**config.mk**
```make
export PLATFORM = sky130hd
export DESIGN_NAME = fifo_drain_byte_ctrl
export DESIGN_NICKNAME = d
export VERILOG_FILES = /design/src/rtl/fifo_drain_byte_ctrl.sv
export SDC_FILE = /design/constraint.sdc
export NUM_CORES = 1
export LEC_CHECK = 0
export ABC_AREA = 1
export BUFFER_PORTS_ARGS = -buffer_cell sky130_fd_sc_hd__buf_2
export CAP_MARGIN = 5
export CORE_AREA = 2 2 93 95
export CTS_CLUSTER_DIAMETER = 40
export CTS_CLUSTER_SIZE = 14
export DETAILED_ROUTE_END_ITERATION = 8
export DIE_AREA = 0 0 95 97
export GPL_ROUTABILITY_DRIVEN = 0
export SLEW_MARGIN = 10
export SYNTH_ARGS = -nofsm -noshare
export SYNTH_HDL_FRONTEND = slang
export SYNTH_SLANG_ARGS = --single-unit
```
**constraint.sdc**
```tcl
create_clock -name clk -period 2.3 [get_ports clk]
set_input_delay 0.115 -clock clk [delete_from_list [all_inputs] [get_ports clk]]
set_output_delay 0.115 -clock clk [all_outputs]
set_load 0.005 [all_outputs]
```
**src/rtl/fifo_drain_byte_ctrl.sv**
```systemverilog
// Read-side sequencer: pops 48-bit FIFO words and streams them MSB-first as bytes.
// Optional FIFO_SYNC_HDR_EN prepends SYNC_BYTE to every word.
module fifo_drain_byte_ctrl #(
    parameter int unsigned DATA_W    = 48,
    parameter int unsigned NBYTES    = DATA_W / 8,
    parameter int unsigned CNT_W     = 6,
    parameter int unsigned BURST_MIN = 4,
    parameter logic [7:0]  SYNC_BYTE = 8'hA5
) (
    input  logic              clk,
    input  logic              rst,
    input  logic              enable,
    input  logic              flush,
    input  logic              fifo_empty,
    input  logic [CNT_W-1:0]  fifo_count,
    input  logic [DATA_W-1:0] fifo_dout,
    output logic              fifo_rd_en,
    output logic [7:0]        tx_data,
    output logic              tx_valid,
    input  logic              tx_ready,
    output logic              busy,
    output logic [15:0]       words_sent
);

    localparam int unsigned IDX_W = $clog2(NBYTES + 1);

    typedef enum logic [2:0] {S_IDLE, S_POP, S_CAP, S_SEND, S_NEXT} state_t;

    state_t              state, state_nxt;
    logic [DATA_W-1:0]   shift;
    logic [IDX_W-1:0]    idx;
    logic                hdr;
    logic                start, more, accept, last;

    assign start  = enable && !fifo_empty && ((fifo_count >= CNT_W'(BURST_MIN)) || flush);
    assign more   = enable && !fifo_empty;
    assign accept = (state == S_SEND) && tx_ready;
    assign last   = !hdr && (idx == IDX_W'(NBYTES - 1));

    always_ff @(posedge clk or posedge rst) begin
        if (rst) state <= S_IDLE;
        else     state <= state_nxt;
    end

    always_comb begin
        state_nxt  = state;
        fifo_rd_en = 1'b0;
        tx_valid   = 1'b0;
        tx_data    = '0;
        busy       = 1'b1;
        case (state)
            S_IDLE: begin
                busy = 1'b0;
                if (start) state_nxt = S_POP;
            end
            S_POP: begin
                fifo_rd_en = 1'b1;
                state_nxt  = S_CAP;
            end
            S_CAP:  state_nxt = S_SEND;
            S_SEND: begin
                tx_valid = 1'b1;
                tx_data  = hdr ? SYNC_BYTE : shift[DATA_W-1 -: 8];
                if (tx_ready && last) state_nxt = S_NEXT;
            end
            S_NEXT: state_nxt = more ? S_POP : S_IDLE;
            default: state_nxt = S_IDLE;
        endcase
    end

    // Header flag is a constant 0 in the default build, so SEND muxes straight to data.
`ifdef FIFO_SYNC_HDR_EN
    always_ff @(posedge clk or posedge rst) begin
        if (rst)                 hdr <= 1'b0;
        else if (state == S_CAP) hdr <= 1'b1;
        else if (accept)         hdr <= 1'b0;
    end
`else
    assign hdr = 1'b0;
`endif

    always_ff @(posedge clk or posedge rst) begin
        if (rst) begin
            shift      <= '0;
            idx        <= '0;
            words_sent <= '0;
        end else if (state == S_CAP) begin
            shift <= fifo_dout;
            idx   <= '0;
        end else if (accept && !hdr) begin
            shift <= shift << 8;
            idx   <= idx + 1'b1;
            if (last) words_sent <= words_sent + 16'd1;
        end
    end

endmodule

```
# == Word level (Yosys, flattened, before mapping) ==
# Index checks and enable logic that the tools add are counted.
# classes
n_reduce_logical,10
addsub,2
order_cmp,1
bitwise,1
n_eq_ne,7
muxes,12
# op_table
op,n
2-to-1 mux 48 bit,2
adder 16 x 1 -> 16 bit (second input constant),1
case mux 3 bit (5 select lines),1
2-to-1 mux 3 bit,4
2-to-1 mux 8 bit,1
equality test 3 x 2 -> 1 bit (second input constant),2
equality test 3 bit (second input constant),2
greater-or-equal comparator 6 x 3 -> 1 bit (second input constant),1
logical AND 1 bit,4
2-to-1 mux 1 bit,4
adder 3 x 1 -> 3 bit (second input constant),1
equality test 3 x 1 -> 1 bit (second input constant),1
logical NOT 3 bit,1
AND reduction 3 bit,1
!= test 2 x 1 -> 1 bit (second input constant),1
!= test 2 bit (second input constant),1
AND reduction 2 bit,1
nonzero test 2 bit,1
logical NOT 1 bit,1
logical OR 1 bit,1
inverter 1 bit,1
# totals
reg_bits,70
out_inout_bits,27
word_cells,37

# == Depth between registers and ports, before layout ==
# Gate-level depths: netlist of the first run.
# logic_depth
ltp_word,5
mapped_depth,10
mapped_depth_nobuf,10

# == Least setup slack after synthesis of the first run ==
# OpenSTA, ideal clock, no wires.
# synth_timing
path_kind,flip-flop to flip-flop
from,reg state[0]
to,reg shift[11]
path_stages_with_launch,8
setup_time_ns,0.138
path_buffers,1
path_slack_ns,0.944
arrival_ns,1.218
path_cell_list,dfrtp_1 -> nor2_1 -> nand2_1 -> nand2_4 -> inv_2 -> buf_2 -> nand2_1 -> o211ai_1
# synth_between
elab_chain_cells,3
# synth_lines
item,line,source
"start, declared",29,"state_t state, state_nxt;"
"start signal, assigned",42,else state <= state_nxt;
equality test 3 x 2 -> 1 bit,37,assign accept = (state == S_SEND) && tx_ready;
logical AND 1 bit,37,
nonzero test 2 bit (no line),n/a,
"end signal, assigned",88,shift <= fifo_dout;
"end signal, assigned",91,shift <= shift << 8;
"end, declared",30,logic [DATA_W-1:0] shift;
# Several ways; a longest one is shown, not always the timed one.
# A chain may end at the register's enable or synchronous reset.

# == Worst setup path in the final report of the first run ==
# layout_timing
from,reg state[0]
to,reg shift[40]
# Same word-level chain as after synthesis.

==> results of run 1 <==
==> path summary, 6_finish.rpt <==
check | start | to | cells after the start
min in group asynchronous | rst | words_sent[15]$_DFFE_PP0P_ | 3
max reg2reg | state[0]$_DFFE_PP0P_ | shift[40]$_DFFE_PP0P_ | 6
min reg2reg | shift[0]$_DFFE_PP0P_ | shift[0]$_DFFE_PP0P_ | 2
min | fifo_dout[17] | shift[17]$_DFFE_PP0P_ | 3
max in group asynchronous | rst | shift[4]$_DFFE_PP0P_ | 4
max | state[0]$_DFFE_PP0P_ | shift[40]$_DFFE_PP0P_ | 6
==> critical path, cell delays in order, from the launching register on <==
cell      delay, ns
dfrtp_1        0.43
nor2_1         0.18
nand2_1        0.31
inv_2          0.36
buf_12         0.23
nand2_1        0.07
o211ai_1       0.10
==> sequential cells by signal, indices dropped and copies added (netlist names) <==
signal	count
idx	3
state	3
shift	48
words_sent	16
==> power by group through the flow <==
stage / Sequential, mW / Clock (mW) / Combinational, mW
final: 1.88 / 1.01 / 1.79
after global routing: 1.93 / 1.08 / 2.07
after CTS: 1.88 / 1.03 / 1.82
after detailed placement: 1.90 / 0 / 1.76
after global placement: 1.89 / 0 / 1.72
after floorplan: 1.86 / 0 / 1.30
==> through the flow <==
step,instances,instance area [um2],hold slack [ns],utilization (%)
2_1_floorplan,397,3310,0.232,-
3_3_place_gp,574,3840,0.242,47.2
3_5_place_dp,574,3840,0.247,47.2
4_1_cts,628,4420,0.000649,54.4
5_1_grt,628,4420,0.00476,54.4
6_report,628,4420,0.00761,54.4
==> logic make-up after synthesis <==
kind of cell / after synthesis
buf+inv: 44
xor+xnor: 8
compound gates: 45
fa+ha+maj: 3
simple gates: 227
flops: 70
==> routing by layer <==
metal	global-route usage [%]	wire length [um]	vias up
met5	0	0	-
met4	7.58	85	0
met3	3.43	306	6
met2	27.0	3650	53
met1	26.9	3940	1388
li1	-	-	1539
==> cell usage after synthesis (all sizes together) <==
cell and count:
o211ai 33, nand2 147, nand3b 5, xor2 3, inv 27, clkbuf 5
dfrtp 70, nand3 40, ha 3, nand4 2, o22ai 1, nor2 33
a21oi 3, xnor2 5, o21ai 8, buf 12
==> area by class of cell <==
| type | count | share of cell area (%) |
|---|---|---|
| clock inverters | 6 | 1.61 |
| multi-input cells | 283 | 31.1 |
| inverters | 27 | 2.29 |
| clock buffers | 10 | 2.89 |
| repair buffers | 127 | 19.5 |
| flip-flops and latches | 70 | 39.6 |
| well taps | 105 | 2.97 |
==> flow_metrics.env, run 1 <==
export IMPL_switchingPower_mw=1.82
export IMPL_synthMuxAreaShare_pct=0
export IMPL_max_freq_ghz=0.563
export IMPL_drt_iter0_drc=153
export IMPL_fin_crit_sh_pct=77.2
export IMPL_routed_wl_mm=7.98
export IMPL_remaining_drc_errors=0
export IMPL_die_area_mm2=0.00922
export IMPL_synth_area_leaders="dfrtp_1 53%, nand2_1 16%, o211ai_1 7.5%, nand3_1 5.9%, nor2_1 3.4%"
export IMPL_p_leak_nw=2.15
export IMPL_worst_pin_slew_ns=0.641
export IMPL_grt_max_degree=43
export IMPL_grt_usage_pct=18.5
export IMPL_final_common_cell="nand2_1"
export IMPL_synthSimpleGateAreaFrac_pct=28.9
export IMPL_diodes=0
export IMPL_syn_area_per_cell_um2=8.34
export IMPL_io_pins=87
export IMPL_cp_start_kind="flop"
export IMPL_rows=33
export IMPL_area_delta_synth_final_pct=33.5
export IMPL_chipHeight_um=97
export IMPL_grt_pass1_vias=2835
export IMPL_clock_sinks=70
export IMPL_ff_latch_area_mm2=0.00175
export IMPL_fillCellCount=771
export IMPL_switching_share_pct=38.9
export IMPL_ant_nets=0
export IMPL_setup_tns_ns=0
export IMPL_post_cts_buffers=0
export IMPL_cellPowerDensity_mw_per_mm2=1060
export IMPL_htree_levels=3
export IMPL_cts_resized=0
export IMPL_final_setup_worst_slack_ns=0.525
export IMPL_clk_pin_slew_ns=0.08
export IMPL_yosysSeqAreaShare_pct=52.9
export IMPL_skew_ns=0.00783
export IMPL_yosys_area_share_xor_xnor_pct=2.12
export IMPL_finalSetupViolCount=0
export IMPL_vias=2986
export IMPL_cp_data_arrival_time_ns=2.04
export IMPL_power_frac_seq_pct=40.2
export IMPL_place_hpwl_mm=5.25
export IMPL_fp_dieW_um=95
export IMPL_rsz0062_at_grt="false"
export IMPL_syn_cell_area_mm2=0.00331
export IMPL_rrSetupSlack_ns=0.53
export IMPL_maxCapViolCount=0
export IMPL_drt_pass1_iter_count=4
export IMPL_start_util_pct=40.7
export IMPL_status="finished, final reports clean"
export IMPL_syn_inst=397
export IMPL_synthAdderAreaFrac_pct=1.13
export IMPL_hold_violations=0
export IMPL_grt_overflow=0
export IMPL_synth_seq_cells=70
export IMPL_clockBufferDepth=2
export IMPL_fin_nets=581
export IMPL_yosysTopAreaCellShare_pct=52.9
export IMPL_path_max_fanout=34
export IMPL_period_minus_slack_ns=1.77
export IMPL_end_kind="flop"
export IMPL_core_area_mm2=0.00813
export IMPL_cts_inserted_buffers=9
export IMPL_ir_worst_vdd_uv=438
export IMPL_clk_latency_ns=0.36
export IMPL_cts_tree="built"
export IMPL_synth_compound_gate_area_share_pct=9.33
export IMPL_via_per_inst=4.75
export IMPL_worstSetupPathType="flop to flop"
export IMPL_synth_top_family_by_area="simple AND/OR/NAND/NOR gates"
export IMPL_cp_data_required_time_ns=2.56
export IMPL_place_ws_ns=0.519
export IMPL_grt_first_pass_wirelength_mm=13.4
export IMPL_drt_wirelength_per_cell_um=12.7
export IMPL_intPower_mw=2.86
export IMPL_final_cell_mix="145 x nand2_1, 84 x buf_2, 70 x dfrtp_1"
export IMPL_hold_class="primary input to flop"
export IMPL_slew_violations=0
export IMPL_ys_warn_count=0
export IMPL_multiInputGateArea_mm2=0.00138
export IMPL_port_buffers=84
export IMPL_antenna_found_initial=0
export IMPL_slew_headroom_pct=57.2
export IMPL_root_buffer="clkbuf_8"
export IMPL_postCtsHoldBufs=38
export IMPL_synthesis_nets=460
export IMPL_combPwrFrac_pct=38.2
export IMPL_ys_types=22
export IMPL_p_clk_share_pct=21.6
export IMPL_synth_area_leader_cell="dfrtp_1"
export IMPL_final_layout_size_suffix_gt1_share_pct=21.6
export IMPL_finalPower_mw=4.68
No activity file was read; power rests on OpenSTA's default activity.
==> run 2: changes to the inputs <==
--- a/config.mk
+++ b/config.mk
@@ -14,6 +14,7 @@
 export DETAILED_ROUTE_END_ITERATION = 8
 export DIE_AREA = 0 0 95 97
 export GPL_ROUTABILITY_DRIVEN = 0
+export PLACE_DENSITY = 0.66
 export SLEW_MARGIN = 10
 export SYNTH_ARGS = -nofsm -noshare
 export SYNTH_HDL_FRONTEND = slang
==> constraint.sdc (replaced) <==
create_clock -name clk -period 1.5 [get_ports clk]
set_input_delay 0.075 -clock clk [delete_from_list [all_inputs] [get_ports clk]]
set_output_delay 0.075 -clock clk [all_outputs]
set_load 0.005 [all_outputs]
==> flow_metrics.env, run 2 (synthesis gave the netlist of run 1 again) <==
export IMPL_status="finished, final reports clean"
export IMPL_chipHeight_um=97
export IMPL_via_per_inst=4.81
export IMPL_clockBufferDepth=2
export IMPL_vias=3143
export IMPL_worstSetupPathType="flop to primary output"
export IMPL_rows=33
export IMPL_critPathTopFamily="buffers and inverters"
export IMPL_largest_registers="shift x48, words_sent x16"
export IMPL_io_pins=87
export IMPL_drt_iter0_drc=138
export IMPL_die_area_mm2=0.00922
export IMPL_end_kind="primary output"
export IMPL_critical_path_buf_inv_count=4
export IMPL_cp_data_arrival_time_ns=1.38
export IMPL_place_ws_ns=-0.0574
export IMPL_path_max_fanout=8
export IMPL_r2r_end="words_sent[12]$_DFFE_PP0P_"
export IMPL_cts_inserted_buffers=9
export IMPL_routed_wl_mm=8.61
export IMPL_slew_headroom_pct=70.1
export IMPL_final_setup_worst_slack_ns=0.0458
export IMPL_ir_worst_vdd_uv=665
export IMPL_path_depth=6
export IMPL_grt_pass1_vias=3119
export IMPL_drt_pass1_iter_count=5
export IMPL_hold_violations=0
export IMPL_cp_start_kind="flop"
export IMPL_largest_reg_flops=48
export IMPL_skew_ns=0.0118
export IMPL_whs_ns=0.0803
export IMPL_final_layout_size_suffix_gt1_share_pct=26.8
export IMPL_finalSetupViolCount=0
export IMPL_setup_tns_ns=0
export IMPL_fp_dieW_um=95
export IMPL_clk_latency_ns=0.35
export IMPL_drt_wirelength_per_cell_um=13.2
export IMPL_diodes=0
export IMPL_area_delta_synth_final_pct=44.8
export IMPL_grt_first_pass_wirelength_mm=14.3
export IMPL_grt_usage_pct=19.7
export IMPL_ff2ff_path_depth=9
export IMPL_path_cells="buf_6, inv_2, nand3_4, buf_12, nor2_4, buf_6"
export IMPL_grt_overflow=0
export IMPL_final_common_cell="nand2_1"
export IMPL_fin_crit_sh_pct=96.9
export IMPL_htree_levels=3
export IMPL_clk_pin_slew_ns=0.07
export IMPL_grt_max_degree=35
export IMPL_worst_pin_slew_ns=0.447
export IMPL_startpoint="state[2]$_DFFE_PP0P_"
export IMPL_rsz0062_at_grt="true"
export IMPL_start_util_pct=40.7
export IMPL_largest_register="shift"
export IMPL_final_util_pct=59.0
export IMPL_worstReg2RegStart="idx[1]$_DFFE_PP0P_"
export IMPL_clock_sinks=70
export IMPL_cellPowerDensity_mw_per_mm2=1620
export IMPL_remaining_drc_errors=0
export IMPL_max_freq_ghz=0.688
export IMPL_port_buffers=84
export IMPL_cts_tree="built"
export IMPL_crit_slowest_cell="dfrtp_1"
export IMPL_place_hpwl_mm=5.59
export IMPL_critPathMostFrequentCell="buf_6"
export IMPL_ant_nets=0
export IMPL_root_buffer="clkbuf_8"
export IMPL_p_leak_nw=2.30
export IMPL_rrSetupSlack_ns=0.08
export IMPL_fin_nets=607
export IMPL_final_cell_mix="144 x nand2_1, 82 x buf_2, 68 x dfrtp_1"
export IMPL_hold_class="primary input to flop"
export IMPL_cp_data_required_time_ns=1.42
export IMPL_antenna_found_initial=0
export IMPL_fillCellCount=741
export IMPL_period_minus_slack_ns=1.45
export IMPL_maxCapViolCount=0
export IMPL_slew_violations=0
export IMPL_crit_end="tx_data[3]"
export IMPL_core_area_mm2=0.00813
export IMPL_cp_slowest_stage_delay_ns=0.39
[run 2: worst min path at each step]
stage	start	end	slack, ns	cells after the start
2_1_floorplan	fifo_dout[0]	shift[0]$_DFFE_PP0P_	0.19	2
3_3_place_gp	rst	state[0]$_DFFE_PP0P_	0.11	2
3_5_place_dp	rst	words_sent[2]$_DFFE_PP0P_	0.12	2
4_1_cts	fifo_empty	state[0]$_DFFE_PP0P_	0.07	4
5_1_grt	fifo_empty	state[0]$_DFFE_PP0P_	0.12	4
6_report	fifo_empty	state[0]$_DFFE_PP0P_	0.08	4
[run 2: layout make-up]
cell class / instances / area (um2) / share of cell area, %
Multi-Input combinational cell: 283 / 1450 / 30.1
Clock buffer: 9 / 124 / 2.58
Sequential cell: 70 / 1750 / 36.6
Tap cell: 105 / 131 / 2.74
Timing Repair Buffer: 153 / 1140 / 23.8
Inverter: 27 / 108 / 2.24
Clock inverter: 7 / 95.1 / 1.98
[run 2: worst min-delay path: stages]
cell and delay (ns):
buf_2 0.07, nor2_1 0.04, a21oi_1 0.12, o21ai_0 0.07
[run 2: per-stage QoR]
stage          total power [mW]  std cells  cell area (um2)
2_1_floorplan              4.85        397             3320
3_3_place_gp               5.66        586             3960
3_5_place_dp               5.78        586             3960
4_1_cts                    7.61        651             4680
5_1_grt                    8.37        654             4800
6_report                   7.78        654             4800
[run 2: what timing repair did]
item,4_1_cts,5_1_grt
resized for setup,2,29
pin swaps,0,2
setup buffers,0,3
endpoints found under the hold margin,62,0
setup endpoints to repair,31,40
hold buffers,49,0
[run 2: per-layer routing]
layer	vias up	part of all wire [%]	GRT usage (%)
met5	-	0	0
met1	1476	46	25.2
met2	61	49	32.4
met4	0	2.1	8.81
met3	15	3.0	3.12
li1	1591	-	-
[run 2: report_power, final]
group / total [mW] / leakage (nW) / internal, mW / switching [mW]
logic: 3.16 / 1.30 / 1.29 / 1.87
clock network: 1.69 / 0.110 / 0.941 / 0.752
registers: 2.92 / 0.886 / 2.58 / 0.340
total: 7.78 / 2.30 / 4.81 / 2.96
